<file path="config.mk">
export PLATFORM = sky130hd
export DESIGN_NAME = mano_ac_unit
export DESIGN_NICKNAME = d
export VERILOG_FILES = /design/src/rtl/mano_pkg.sv /design/src/rtl/mano_ac_decode.sv /design/src/rtl/mano_ac_unit.sv
export SDC_FILE = /design/constraint.sdc
export NUM_CORES = 1
export LEC_CHECK = 0
export CORE_AREA = 2 2 66 93
export DETAILED_ROUTE_END_ITERATION = 8
export DIE_AREA = 0 0 68 95
export GPL_TIMING_DRIVEN = 0
export PLACE_DENSITY = 0.8
export REMOVE_ABC_BUFFERS = 1
export SLEW_MARGIN = 5
export SYNTH_ARGS = -nofsm -noshare
export SYNTH_HDL_FRONTEND = slang
export SYNTH_SLANG_ARGS = --single-unit
</file>
<file path="constraint.sdc">
create_clock -name clk -period 2.72 [get_ports clk]
set_input_delay 0.816 -clock clk [delete_from_list [all_inputs] [get_ports clk]]
set_output_delay 0.816 -clock clk [all_outputs]
set_load 0.05 [all_outputs]
</file>
<file path="src/rtl/mano_pkg.sv">
// Shared definitions for the basic-computer accumulator block: IR bit positions
// and the operation encodings produced by the AC command priority encoder.
package mano_pkg;

  localparam int unsigned IR_CLA = 11;
  localparam int unsigned IR_CLE = 10;
  localparam int unsigned IR_CMA = 9;
  localparam int unsigned IR_CME = 8;
  localparam int unsigned IR_CIR = 7;
  localparam int unsigned IR_CIL = 6;
  localparam int unsigned IR_INC = 5;
  localparam int unsigned IR_SPA = 4;
  localparam int unsigned IR_SNA = 3;
  localparam int unsigned IR_SZA = 2;
  localparam int unsigned IR_SZE = 1;
  localparam int unsigned IR_INP = 11;

  typedef enum logic [3:0] {
    NOP = 4'd0,
    CLR = 4'd1,
    AND = 4'd2,
    ADD = 4'd3,
    LDA = 4'd4,
    INP = 4'd5,
    CMA = 4'd6,
    CIR = 4'd7,
    CIL = 4'd8,
    INC = 4'd9
  } ac_op_e;

  // E_ALU: E takes the carry/rotate bit produced by the winning AC operation.
  typedef enum logic [1:0] {
    E_HOLD = 2'd0,
    E_ALU  = 2'd1,
    E_CLR  = 2'd2,
    E_CMP  = 2'd3
  } e_op_e;

endpackage

</file>
<file path="src/rtl/mano_ac_decode.sv">
// Combinational priority encoder: collapses the decoded command lines into a
// single AC operation and a single E operation (CLA > LD group > INC).
module mano_ac_decode
  import mano_pkg::*;
(
  input  logic        d0_i,
  input  logic        d1_i,
  input  logic        d2_i,
  input  logic        t5_i,
  input  logic        p_i,
  input  logic        r_i,
  input  logic [11:5] b_i,
  output ac_op_e      op_o,
  output e_op_e       e_op_o
);

  ac_op_e op_s;

  // AC operation priority chain
  always_comb begin
    op_s = NOP;
    if (r_i & b_i[IR_CLA]) begin
      op_s = CLR;
    end else if (d1_i & t5_i) begin
      op_s = ADD;
    end else if (d0_i & t5_i) begin
      op_s = AND;
    end else if (d2_i & t5_i) begin
      op_s = LDA;
    end else if (p_i & b_i[IR_INP]) begin
      op_s = INP;
    end else if (r_i & b_i[IR_CMA]) begin
      op_s = CMA;
    end else if (r_i & b_i[IR_CIR]) begin
      op_s = CIR;
    end else if (r_i & b_i[IR_CIL]) begin
      op_s = CIL;
    end else if (r_i & b_i[IR_INC]) begin
      op_s = INC;
    end else begin
      op_s = NOP;
    end
  end

  // E write: only a winning ADD/CIR/CIL overrides CLE, which overrides CME
  always_comb begin
    e_op_o = E_HOLD;
    case (op_s)
      ADD, CIR, CIL: e_op_o = E_ALU;
      default: begin
        if (r_i & b_i[IR_CLE]) begin
          e_op_o = E_CLR;
        end else if (r_i & b_i[IR_CME]) begin
          e_op_o = E_CMP;
        end else begin
          e_op_o = E_HOLD;
        end
      end
    endcase
  end

  assign op_o = op_s;

endmodule

</file>
<file path="src/rtl/mano_ac_unit.sv">
// Accumulator unit: AC and E registers, AC source ALU, registered operation
// strobes and the combinational skip / FGI-clear outputs.
module mano_ac_unit
  import mano_pkg::*;
#(
  parameter int WIDTH  = 16,
  parameter int INPR_W = 8
) (
  input  logic              clk,
  input  logic              rst_n,
  input  logic              D0,
  input  logic              D1,
  input  logic              D2,
  input  logic              T5,
  input  logic              P,
  input  logic              R,
  input  logic [11:0]       B,
  input  logic [WIDTH-1:0]  DR,
  input  logic [INPR_W-1:0] INPR,
  output logic [WIDTH-1:0]  AC,
  output logic              E,
  output logic              LdOut,
  output logic              IncOut,
  output logic              ClrOut,
  output logic              fgi_clr,
  output logic              skip
);

  ac_op_e           op_s;
  e_op_e            e_op_s;
  logic [WIDTH:0]   sum_s;
  logic             e_alu_s;
  logic [WIDTH-1:0] ac_d, ac_q;
  logic             e_d, e_q;
  logic             ld_d, ld_q;
  logic             inc_d, inc_q;
  logic             clr_d, clr_q;
  logic             unused_b0_s;

  mano_ac_decode u_decode (
    .d0_i   (D0),
    .d1_i   (D1),
    .d2_i   (D2),
    .t5_i   (T5),
    .p_i    (P),
    .r_i    (R),
    .b_i    (B[11:5]),
    .op_o   (op_s),
    .e_op_o (e_op_s)
  );

  assign sum_s = {1'b0, ac_q} + {1'b0, DR};

  // AC source mux and strobe selection for the winning operation
  always_comb begin
    ac_d    = ac_q;
    e_alu_s = e_q;
    ld_d    = 1'b0;
    inc_d   = 1'b0;
    clr_d   = 1'b0;
    case (op_s)
      CLR: begin ac_d = {WIDTH{1'b0}};           clr_d = 1'b1; end
      AND: begin ac_d = ac_q & DR;               ld_d  = 1'b1; end
      ADD: begin
        ac_d    = sum_s[WIDTH-1:0];
        e_alu_s = sum_s[WIDTH];
        ld_d    = 1'b1;
      end
      LDA: begin ac_d = DR;                      ld_d  = 1'b1; end
      INP: begin ac_d[INPR_W-1:0] = INPR;        ld_d  = 1'b1; end
      CMA: begin ac_d = ~ac_q;                   ld_d  = 1'b1; end
      CIR: begin
        ac_d    = {e_q, ac_q[WIDTH-1:1]};
        e_alu_s = ac_q[0];
        ld_d    = 1'b1;
      end
      CIL: begin
        ac_d    = {ac_q[WIDTH-2:0], e_q};
        e_alu_s = ac_q[WIDTH-1];
        ld_d    = 1'b1;
      end
      INC: begin
        ac_d  = ac_q + {{(WIDTH-1){1'b0}}, 1'b1};
        inc_d = 1'b1;
      end
      default: ac_d = ac_q;
    endcase
  end

  // E next-state
  always_comb begin
    e_d = e_q;
    case (e_op_s)
      E_ALU:   e_d = e_alu_s;
      E_CLR:   e_d = 1'b0;
      E_CMP:   e_d = ~e_q;
      default: e_d = e_q;
    endcase
  end

  // State and strobe registers
  always_ff @(posedge clk or negedge rst_n) begin
    if (!rst_n) begin
      ac_q  <= {WIDTH{1'b0}};
      e_q   <= 1'b0;
      ld_q  <= 1'b0;
      inc_q <= 1'b0;
      clr_q <= 1'b0;
    end else begin
      ac_q  <= ac_d;
      e_q   <= e_d;
      ld_q  <= ld_d;
      inc_q <= inc_d;
      clr_q <= clr_d;
    end
  end

  assign AC     = ac_q;
  assign E      = e_q;
  assign LdOut  = ld_q;
  assign IncOut = inc_q;
  assign ClrOut = clr_q;

  assign fgi_clr = P & B[IR_INP];
  assign skip    = R & ((B[IR_SPA] & ~ac_q[WIDTH-1]) |
                        (B[IR_SNA] &  ac_q[WIDTH-1]) |
                        (B[IR_SZA] & (ac_q == {WIDTH{1'b0}})) |
                        (B[IR_SZE] & ~e_q));

  // B[0] carries no register-reference meaning
  assign unused_b0_s = B[0];

endmodule

</file>
==> summary.txt <==
Timing
  • Layout Skew: 0.00972 ns
  • Max_slew headroom: 0.304
  • Fin. max-slew vios: 0
  • Crit path time final: 2.70 ns
  • Period utilization: 0.993
  • Final Hold Fails: 0
  • Setup-failing EPs final: 0
  • RSZ-0062 raised after global routing: yes
  • Max Clock Freq: 0.370 GHz
  • TNS Setup: 0 ns
  • Least-Margin Pin Slew: 1.04 ns

Placed design
  • DP HPWL: 6730 um
  • Placed Instances: 481
  • GP Congestion: 0.892
  • Port bufs: 64
  • Placed inst area: 3480 um2

Synthesis
  • Top cells by area, synth: dfrtp_1 (18%), ha_1 (8.0%), nand2_1 (5.2%)
  • Synth Area in Compound Gates: 0.396
  • Synth async-reset ratio: 1.00
  • Largest family of logic cells by synthesized area: compound AO/OA/AOI/OAI gates
  • Post-Synth Simple-Gate Area: 0.217
  • Number of synthesized flops with an enable pin: 0
  • Syn_area_per_cell: 7.62 um2
  • Most used DFF post-synth: dfrtp_1
  • Synth Area in XOR/XNOR: 0.0589
  • Post-synth top area share: 0.177
  • Synthesized area: 2830 um2
  • Seq/Total Area, Yosys: 0.177
  • FF+latch count, synth: 20
  • YS warnings: 0
  • Post-Synth Adder-Cell Area: 0.0868
  • Synth Instances: 371
  • Multiplexer area fraction after synthesis: 0.0111
  • Netlist cell types: 66
  • Yosys top cell by area: dfrtp_1

Setup path
  • Worst setup SP type: input port
  • CP arrival: 2.85 ns
  • Endpoint class of the critical path: flip-flop
  • Reg-to-reg startpoint: AC[2]
  • Reg-to-reg setup timing slack: 0.06 ns
  • Reg2Reg Depth: 8
  • WS Path Type: input port to flip-flop
  • Worst Path Required: 2.87 ns
  • RR Endpoint: AC[13]
  • Max FO, Critical Path: 4

Floorplanning
  • Row count: 33
  • Io pins: 66
  • Die area: 6460 um2
  • CORE AREA: 5700 um2
  • Die Wd: 68 um
  • Die Y: 95 um
  • Initial Util: 0.496

Layout
  • Final Util: 0.737
  • Layout area overhead: 48.6%
  • Area of the multi-input gates: 2590 um2
  • Filler Cells Inserted: 419
  • N_diodes: 0
  • Final nets: 510
  • Share of post-route cells with drive strength above 1: 0.220
  • Most common cell after layout, fill and taps aside: clkdlybuf4s50_1
  • Post-Layout Inst Area: 4200 um2
  • Flip-flop and latch area: 503 um2
  • Most frequent cells in the layout: clkdlybuf4s50_1 (42), nand2_1 (37), nor2_1 (32)
  • Layout Cells excl Fill: 516

Global route
  • Initial antenna violation count: 0
  • Total Routing Usage GR: 0.323
  • Largest net degree at the start of global routing: 23
  • Gr ovfl total: 0
  • First-pass GRT wire length: 16200 um
  • Vias in the first global route: 3332

Pwr
  • Total Power: 0.00288 W
  • Worst VDD drop: 0.384 mV
  • Power per Cell Area: 686 nW/um2
  • Leak: 1.67 nW

Run status
  • Outcome: finished, final reports clean

Route
  • DR DRC count: 0
  • Vias per cell: 7.25
  • Vias: 3739
  • First-pass detailed-route iteration total: 8
  • WL final: 11000 um
  • DR WL/cell: 21.3 um
  • Initial DRC count: 560
  • DRT antenna net count: 0

CTS
  • Longest Clk Path Bufs: 2
  • CTS tree: built
  • Root Buffer: clkbuf_8
  • CTS clk-pin slew, worst paths: 0.09 ns
  • # hold bufs at CTS: 0
  • Clock Sink Count: 20
  • # H-tree levels: 1
  • CTS Buf Count: 3
  • Insertion delay to the later sink of the worst-skew pair: 0.27 ns

Worst hold path
  • Hold WC Path Type: flip-flop to flip-flop
  • Worst Hold End: AC[1]
  • Min-delay src: AC[1]
  • Hold Path Cell Cnt: 1

Job
  • Max-cap violations: 0
-- sequential cells by signal (all words and copies together), names as in the netlist --
name,count
LdOut,1
E,1
AC,16
IncOut,1
ClrOut,1
-- critical path, stage by stage --
cell and delay (ns):
dlygate4sd2_1 0.29, ha_4 0.31, o21ai_1 0.13, o21bai_1 0.18, a21oi_2 0.11, o41ai_4 0.48, o31ai_2 0.10, xnor2_1 0.13
a221o_1 0.29
-- power by group --
part | switching (W) | internal, W | total, W | leakage, nW
sequential | 0.000236 | 0.000367 | 0.000603 | 0.243
combinational | 0.00109 | 0.000872 | 0.00196 | 1.39
clock | 0.000118 | 0.000197 | 0.000315 | 0.0357
total | 0.00144 | 0.00144 | 0.00288 | 1.67
-- Yosys cell counts (4+ instances only) --
library cell and n:
xnor2_1 13, nor3_1 9, xor2_1 6, clkbuf_1 8
nor4_1 4, nor2b_1 4, a21o_1 6, nand2_1 39
o21ai_1 4, nand3_1 17, o21ai_0 25, buf_2 14
o211ai_1 7, dfrtp_1 20, o21a_1 6, a222oi_1 8
inv_1 9, a21oi_1 20, nor2_1 36, a22oi_1 8
a221oi_1 12, a221o_1 9, ha_1 18, a31oi_1 6
-- area by class of cell --
type / instances / share of cell area
clock inverters: 1 / 0.00715
flip-flops and latches: 20 / 0.120
inverters: 10 / 0.00924
clock buffers: 3 / 0.00983
repair buffers: 94 / 0.216
well taps: 70 / 0.0209
multi-input cells: 318 / 0.617
-- metrics by stage --
step                hold slack, ns  worst slack (ns)
global route                 0.713           -0.0940
detailed placement           0.681             -1.17
floorplan                    0.520            -0.308
finish                       0.704            0.0198
CTS                          0.655           -0.0476
global placement             0.672             -1.85
-- routing by layer --
layer | global-route usage | vias up | routed length, um
li1 | - | 1605 | -
met1 | 0.380 | 1739 | 3770
met2 | 0.545 | 311 | 5290
met3 | 0.0310 | 84 | 1230
met4 | 0.200 | 0 | 682
met5 | 0 | - | 0
-- timing repair --
action                                  in CTS  in global routing
pin swaps                                   27                 21
gates resized for setup                     91                 22
buffers inserted                            22                  8
hold endpoints to repair                     0                  0
cloned                                       1                  1
endpoints found under the setup margin      19                 20
-- worst max-delay path by stage --
stage,startpoint,to,slack [ns],depth (start not counted)
after floorplan,B[5],E,-0.31,7
after global placement,R,E,-1.85,7
after detailed placement,DR[0],E,-1.17,10
after CTS,DR[0],AC[14],-0.05,10
after global routing,D1,AC[12],-0.09,7
final,DR[3],AC[14],0.02,9
-- kinds of logic after synthesis --
family	count (synthesis)
flip-flops	20
AND/OR/NAND/NOR	129
XOR/XNOR	19
adder cells (fa/ha/maj)	19
AO/OA/AOI/OAI	146
multiplexers	3
buffers and inverters	35
Power figures use the tool's default switching activity.
